$ cat src/rtl/pipeline_ctrl_pkg.sv
// Shared encodings for the pipeline stall/flush sequencer, hazard detector and datapath.
package pipeline_ctrl_pkg;

    typedef enum logic {
        RUN       = 1'b0,
        MDIV_WAIT = 1'b1
    } stall_state_t;

    localparam int unsigned MDIV_MAX_CYCLES_DEF = 40;
    localparam int unsigned CNT_W_DEF           = 32;

    // Hazard priority, 0 = highest; hazard detector and datapath resolve in the same order.
    localparam int unsigned PRIO_MULDIV   = 0;
    localparam int unsigned PRIO_BRANCH   = 1;
    localparam int unsigned PRIO_LOAD_USE = 2;

endpackage

$ cat src/rtl/stall_perf_counter.sv
// Wrapping event counter with synchronous clear, used for stall/flush statistics.
module stall_perf_counter #(
    parameter int unsigned CNT_W = 32
) (
    input  logic             clk,
    input  logic             rst_n,
    input  logic             i_inc,
    input  logic             i_clr,
    output logic [CNT_W-1:0] o_cnt
);

    always_ff @(posedge clk or negedge rst_n) begin
        if (!rst_n) begin
            o_cnt <= '0;
        end else if (i_clr) begin
            o_cnt <= '0;
        end else if (i_inc) begin
            o_cnt <= o_cnt + CNT_W'(1);
        end
    end

endmodule

$ cat src/rtl/pipeline_stall_ctrl.sv
// Stall/flush sequencer: merges load-use, branch redirect and mul/div busy with a watchdog.
// Optional perf counters built when STALL_PERF_CNT_EN is defined.
module pipeline_stall_ctrl
    import pipeline_ctrl_pkg::*;
#(
    parameter int unsigned MDIV_MAX_CYCLES = MDIV_MAX_CYCLES_DEF
`ifdef STALL_PERF_CNT_EN
    , parameter int unsigned CNT_W = CNT_W_DEF
`endif
) (
    input  logic clk,
    input  logic rst_n,
    input  logic load_use_stall,
    input  logic branch_taken_ex,
    input  logic muldiv_start,
    input  logic muldiv_done,
    output logic pc_we,
    output logic if_id_we,
    output logic if_id_flush,
    output logic id_ex_we,
    output logic id_ex_flush,
    output logic ex_mem_flush,
    output logic muldiv_abort,
    output logic muldiv_err
`ifdef STALL_PERF_CNT_EN
    , output logic [CNT_W-1:0] perf_stall_cnt
    , output logic [CNT_W-1:0] perf_flush_cnt
`endif
);

    localparam int unsigned     WD_W    = $clog2(MDIV_MAX_CYCLES + 1);
    localparam logic [WD_W-1:0] WD_LAST = WD_W'(MDIV_MAX_CYCLES - 1);

    stall_state_t    r_state, w_state_nxt;
    logic [WD_W-1:0] r_wd_cnt, w_wd_nxt;
    logic            r_err, w_err_nxt;

    logic w_pc_we, w_if_id_we, w_id_ex_we;
    logic w_if_id_flush, w_id_ex_flush, w_ex_mem_flush, w_abort;

    always_ff @(posedge clk or negedge rst_n) begin
        if (!rst_n) begin
            r_state  <= RUN;
            r_wd_cnt <= '0;
            r_err    <= 1'b0;
        end else begin
            r_state  <= w_state_nxt;
            r_wd_cnt <= w_wd_nxt;
            r_err    <= w_err_nxt;
        end
    end

    always_comb begin
        w_state_nxt    = r_state;
        w_wd_nxt       = r_wd_cnt;
        w_err_nxt      = r_err;
        w_pc_we        = 1'b1;
        w_if_id_we     = 1'b1;
        w_id_ex_we     = 1'b1;
        w_if_id_flush  = 1'b0;
        w_id_ex_flush  = 1'b0;
        w_ex_mem_flush = 1'b0;
        w_abort        = 1'b0;
        case (r_state)
            RUN: begin
                // start together with done is a single-cycle op and needs no stall
                if (muldiv_start && !muldiv_done) begin
                    w_pc_we        = 1'b0;
                    w_if_id_we     = 1'b0;
                    w_id_ex_we     = 1'b0;
                    w_ex_mem_flush = 1'b1;
                    w_state_nxt    = MDIV_WAIT;
                    w_wd_nxt       = WD_W'(1);
                end else if (branch_taken_ex) begin
                    w_if_id_flush = 1'b1;
                    w_id_ex_flush = 1'b1;
                end else if (load_use_stall) begin
                    w_pc_we       = 1'b0;
                    w_if_id_we    = 1'b0;
                    w_id_ex_flush = 1'b1;
                end
            end
            MDIV_WAIT: begin
                w_pc_we        = 1'b0;
                w_if_id_we     = 1'b0;
                w_id_ex_we     = 1'b0;
                w_ex_mem_flush = 1'b1;
                if (muldiv_done) begin
                    w_ex_mem_flush = 1'b0;
                    w_state_nxt    = RUN;
                end else if (r_wd_cnt >= WD_LAST) begin
                    w_abort     = 1'b1;
                    w_err_nxt   = 1'b1;
                    w_state_nxt = RUN;
                end else if (r_wd_cnt != '1) begin
                    w_wd_nxt = r_wd_cnt + WD_W'(1);
                end
            end
            default: w_state_nxt = RUN;
        endcase
    end

    // Reset forces every enable/flush low without waiting for a clock.
    assign pc_we        = rst_n & w_pc_we;
    assign if_id_we     = rst_n & w_if_id_we;
    assign id_ex_we     = rst_n & w_id_ex_we;
    assign if_id_flush  = rst_n & w_if_id_flush;
    assign id_ex_flush  = rst_n & w_id_ex_flush;
    assign ex_mem_flush = rst_n & w_ex_mem_flush;
    assign muldiv_abort = rst_n & w_abort;
    assign muldiv_err   = r_err;

`ifdef STALL_PERF_CNT_EN
    stall_perf_counter #(.CNT_W(CNT_W)) u_stall_cnt (
        .clk   (clk),
        .rst_n (rst_n),
        .i_inc (~pc_we),
        .i_clr (1'b0),
        .o_cnt (perf_stall_cnt)
    );

    stall_perf_counter #(.CNT_W(CNT_W)) u_flush_cnt (
        .clk   (clk),
        .rst_n (rst_n),
        .i_inc (if_id_flush),
        .i_clr (1'b0),
        .o_cnt (perf_flush_cnt)
    );
`endif

endmodule
$ cat config.mk
export PLATFORM = sky130hd
export DESIGN_NAME = pipeline_stall_ctrl
export DESIGN_NICKNAME = d
export VERILOG_FILES = /design/src/rtl/pipeline_ctrl_pkg.sv /design/src/rtl/stall_perf_counter.sv /design/src/rtl/pipeline_stall_ctrl.sv
export SDC_FILE = /design/constraint.sdc
export NUM_CORES = 1
export LEC_CHECK = 0
export CAP_MARGIN = 20
export CORE_AREA = 2 2 39 41
export DETAILED_ROUTE_END_ITERATION = 7
export DIE_AREA = 0 0 41 43
export GPL_TIMING_DRIVEN = 0
export HOLD_SLACK_MARGIN = 0.03
export PLACE_DENSITY = 0.67
export SYNTH_ARGS = -nofsm -noshare
export SYNTH_HDL_FRONTEND = slang
export SYNTH_SLANG_ARGS = --single-unit
$ cat constraint.sdc
create_clock -name clk -period 2.8 [get_ports clk]
set_input_delay 0.56 -clock clk [delete_from_list [all_inputs] [get_ports clk]]
set_output_delay 0.56 -clock clk [all_outputs]
set_load 0.02 [all_outputs]
==> run summary, run 1 <==
Run status
- finished, final reports clean — result of the run

Synthesis
- 0 — EDFF count, synth
- 24.8% — Post-Synth Simple-Gate Area
- sky130_fd_sc_hd__dfrtp_1 — Synth area leader
- 519 um^2 — area of the mapped netlist
- 0% — parity-gate share of the synthesized area counting xor and xnor cells
- 25.5% — share of the synthesized area in compound gates (AO/OA/AOI/OAI)
- sky130_fd_sc_hd__dfrtp_1 — cell with the most instances after synthesis
- 31 — Netlist cell types
- sky130_fd_sc_hd__dfrtp_1 — main flop type after synthesis
- 8 x sky130_fd_sc_hd__dfrtp_1, 7 x sky130_fd_sc_hd__nand2_1, 4 x sky130_fd_sc_hd__nor2_1 — most frequent cells after synthesis
- compound AO/OA/AOI/OAI gates — dominant combinational cell family by area after synthesis
- 0 — count of yosys warnings during synthesis
- 66 — post-synthesis net count
- 38.6% — area share of the largest cell type after synthesis
- sky130_fd_sc_hd__dfrtp_1 39%, sky130_fd_sc_hd__nand2_1 5.1%, sky130_fd_sc_hd__ha_1 4.8% — Area contributors post-synth
- 100% — async set or reset register ratio after synthesis
- 4.82% — adder and majority cell fraction of the synthesized area
- 8.95 um^2 — Synth Area per Inst
- 8 — FF+latch count, synth
- 1.93% — share of synthesized area spent on multiplexers
- 38.6% — part of the Yosys area used for sequential elements
- 58 — gate count of the mapped netlist

Pwr
- 523 nW/um^2 — power density over the cells
- 0.361 mW — Design Power
- 0.229 mV — VDD IR max
- 0.331 nW — total leakage power

Setup path
- primary input — Worst setup SP type
- in -> out — critical path class
- 5 — critical path depth
- 5 — worst reg2reg path depth
- 2 — WP buf/inv
- output port — critical path capture point type
- sky130_fd_sc_hd__clkdlybuf4s50_1 — Worst path most repeated cell
- 4 — Crit Path Max Fanout
- 0.63 ns — Worst path max stage delay
- 2.10 ns — data arrival at the endpoint of the critical path
- buffers and inverters — Top delay family on crit path
- 2.24 ns — data required time of the critical path
- clkdlybuf4s50_1 -> nand2b_1 -> nand3b_1 -> a21oi_1 -> clkdlybuf4s50_1 — worst-path cell chain
- sky130_fd_sc_hd__clkdlybuf4s50_1 — Slowest-stage cell, CP

Cells and area
- 689 um^2 — final instance area
- 49.8% — fin util
- 14.9% — share of layout cells above drive strength 1
- 32.8% — Area growth, synth to finish
- 84 — net total in the final layout
- 0 — diode insertion count for antenna repair

Clock tree
- 2 — number of buffers between clock root and the deepest sink
- 8 — Sinks on Clock Net
- sky130_fd_sc_hd__clkbuf_4 — root buffer cell
- 0 — setup fix buffers added after clock tree synthesis
- 0.26 ns — clock network latency to the later pin of the worst-skew pair
- 3 — number of buffers created by CTS
- 1 — H-Tree Level Count
- 0.06 ns — Worst-path clk slew
- built — CTS tree

Timing
- 376 MHz — Max Fclk
- 0.00129 ns — Fin Clk Skew
- 82.6% — tightest slew margin relative to the limit
- 94.9% — final period utilization
- 0 — final hold violations
- 0 ns — Fin Setup TNS
- 0.160 ns — hold slack
- 0 — final count of pins violating max slew
- 0.262 ns — Worst-Margin Slew
- 2.66 ns — minimum period implied by the final worst setup slack
- 0 — final number of setup-violating endpoints
- false — RSZ-0062 raised after global routing

Drt
- 0 — number of design rule violations left after detail routing
- 498 um — Met1 Routed Length
- 1110 um — wire length reported by the detailed router
- 12.3 um — average wire per cell in the routed design
- 4 — Initial DRT Pass Iterations
- met4 — uppermost layer routed
- 516 um — routed wl met2
- 80 um — total length of routed met3 wires
- 5.48 — number of vias per cell after detailed routing
- 0 — remaining antenna violation count after routing
- 11 — number of DRC violations after detailed-routing iteration 0
- 493 — Via Count

GRT
- 12 — maximum number of pins on one net before global-route repair
- 0 — number of antenna violations at the first check in global routing
- 1880 um — wire length of the first global-routing pass
- 16.0% — gr usage total
- 454 — vias in the first global route
- 0 — overflow left after global routing

Place
- 826 um — DP HPWL
- 13 — Port Buffer Count
- 669 um^2 — total cell area at the placement stage
- 0.801 — weighted congestion reported at the end of routability-driven placement

Floorplan
- 14 — count of standard-cell rows
- 1760 um^2 — die area
- 14 — io pins
- 37.5% — effective utilization at floorplan
- 43 um — DIE HEIGHT
- 1380 um^2 — core region area
- 41 um — Die X

Min path
- in -> async — class of the worst hold path

Flow run
- 0 — max-cap check violation count

==> area by class of cell <==
cell class | count | area, um^2
flip-flops and latches | 8 | 200
multi-input cells | 45 | 297
inverters | 4 | 15.0
plain buffers | 1 | 7.51
repair buffers | 13 | 128
fillers | 141 | 694
well taps | 16 | 20.0
clock buffers | 3 | 22.5
==> per-layer routing <==
layer | GRT usage [%] | vias to the layer above
li1 | - | 239
met1 | 17.9 | 238
met2 | 25.0 | 14
met3 | 6.28 | 2
met4 | 8.00 | 0
met5 | 0 | -
==> metrics by stage <==
step,instances,worst slack (ns)
2_1_floorplan,58,0.847
3_3_place_gp,87,-0.260
3_5_place_dp,87,-0.275
4_1_cts,90,0.0156
5_1_grt,90,0.0115
6_report,90,0.144
==> cell usage in the layout (no fill, tap or decap), drive strengths merged <==
| cell type | n |
|---|---|
| or2 | 2 |
| nor2 | 4 |
| and2 | 1 |
| nand3 | 1 |
| o211ai | 2 |
| dlymetal6s2s | 1 |
| mux2i | 1 |
| a31oi | 1 |
| and3 | 3 |
| and2b | 1 |
| o21ba | 1 |
| ha | 2 |
| nand3b | 1 |
| a41oi | 1 |
| a21boi | 1 |
| dfrtp | 8 |
| o21a | 1 |
| clkdlybuf4s50 | 11 |
| nand4b | 2 |
| a21oi | 2 |
| inv | 4 |
| a21o | 1 |
| buf | 1 |
| clkbuf | 4 |
| nand2b | 1 |
| nand2 | 8 |
| o21ai | 5 |
| a22o | 2 |
| o22ai | 1 |
==> report_power, final <==
group	internal (mW)	leakage [nW]	switching (mW)	total [mW]
clock	0.0492	0.0138	0.0421	0.0914
combinational	0.0509	0.213	0.0490	0.0999
sequential	0.136	0.104	0.0337	0.169
total	0.236	0.331	0.125	0.361
==> worst paths after layout <==
kind / slack [ns] / start / endpoint
min in group clk: 0.46 / muldiv_err / muldiv_err
setup reg to reg: 1.29 / r_wd_cnt[0] / r_wd_cnt[1]
hold / removal: 0.16 / rst_n / r_wd_cnt[5]
setup / recovery: 0.14 / muldiv_done / if_id_we
hold reg to reg: 0.46 / muldiv_err / muldiv_err
max in group asynchronous: 2.43 / rst_n / r_wd_cnt[0]
==> repair_timing <==
item,in CTS,in global routing
setup endpoints to repair,5,2
gates resized for setup,2,2
hold buffers,0,0
==> registers in the layout, summed over array words and instances, names as in the netlist <==
register	count
r_state	1
r_wd_cnt	6
muldiv_err	1
==> cell families (layout without fill, tap and decap cells) <==
| family | after synthesis | after routing |
|---|---|---|
| buf+inv | 5 | 21 |
| mux | 1 | 1 |
| simple gates | 24 | 24 |
| compound gates | 18 | 18 |
| fa+ha+maj | 2 | 2 |
| flops | 8 | 8 |
(Power assumes the default switching activity.)
==> run 2, diff against run 1 <==
CTS_CLUSTER_DIAMETER = 40   (was default)
==> results of run 2 <==
Same layout as run 1: the final DEF is identical, and so are final timing and power.
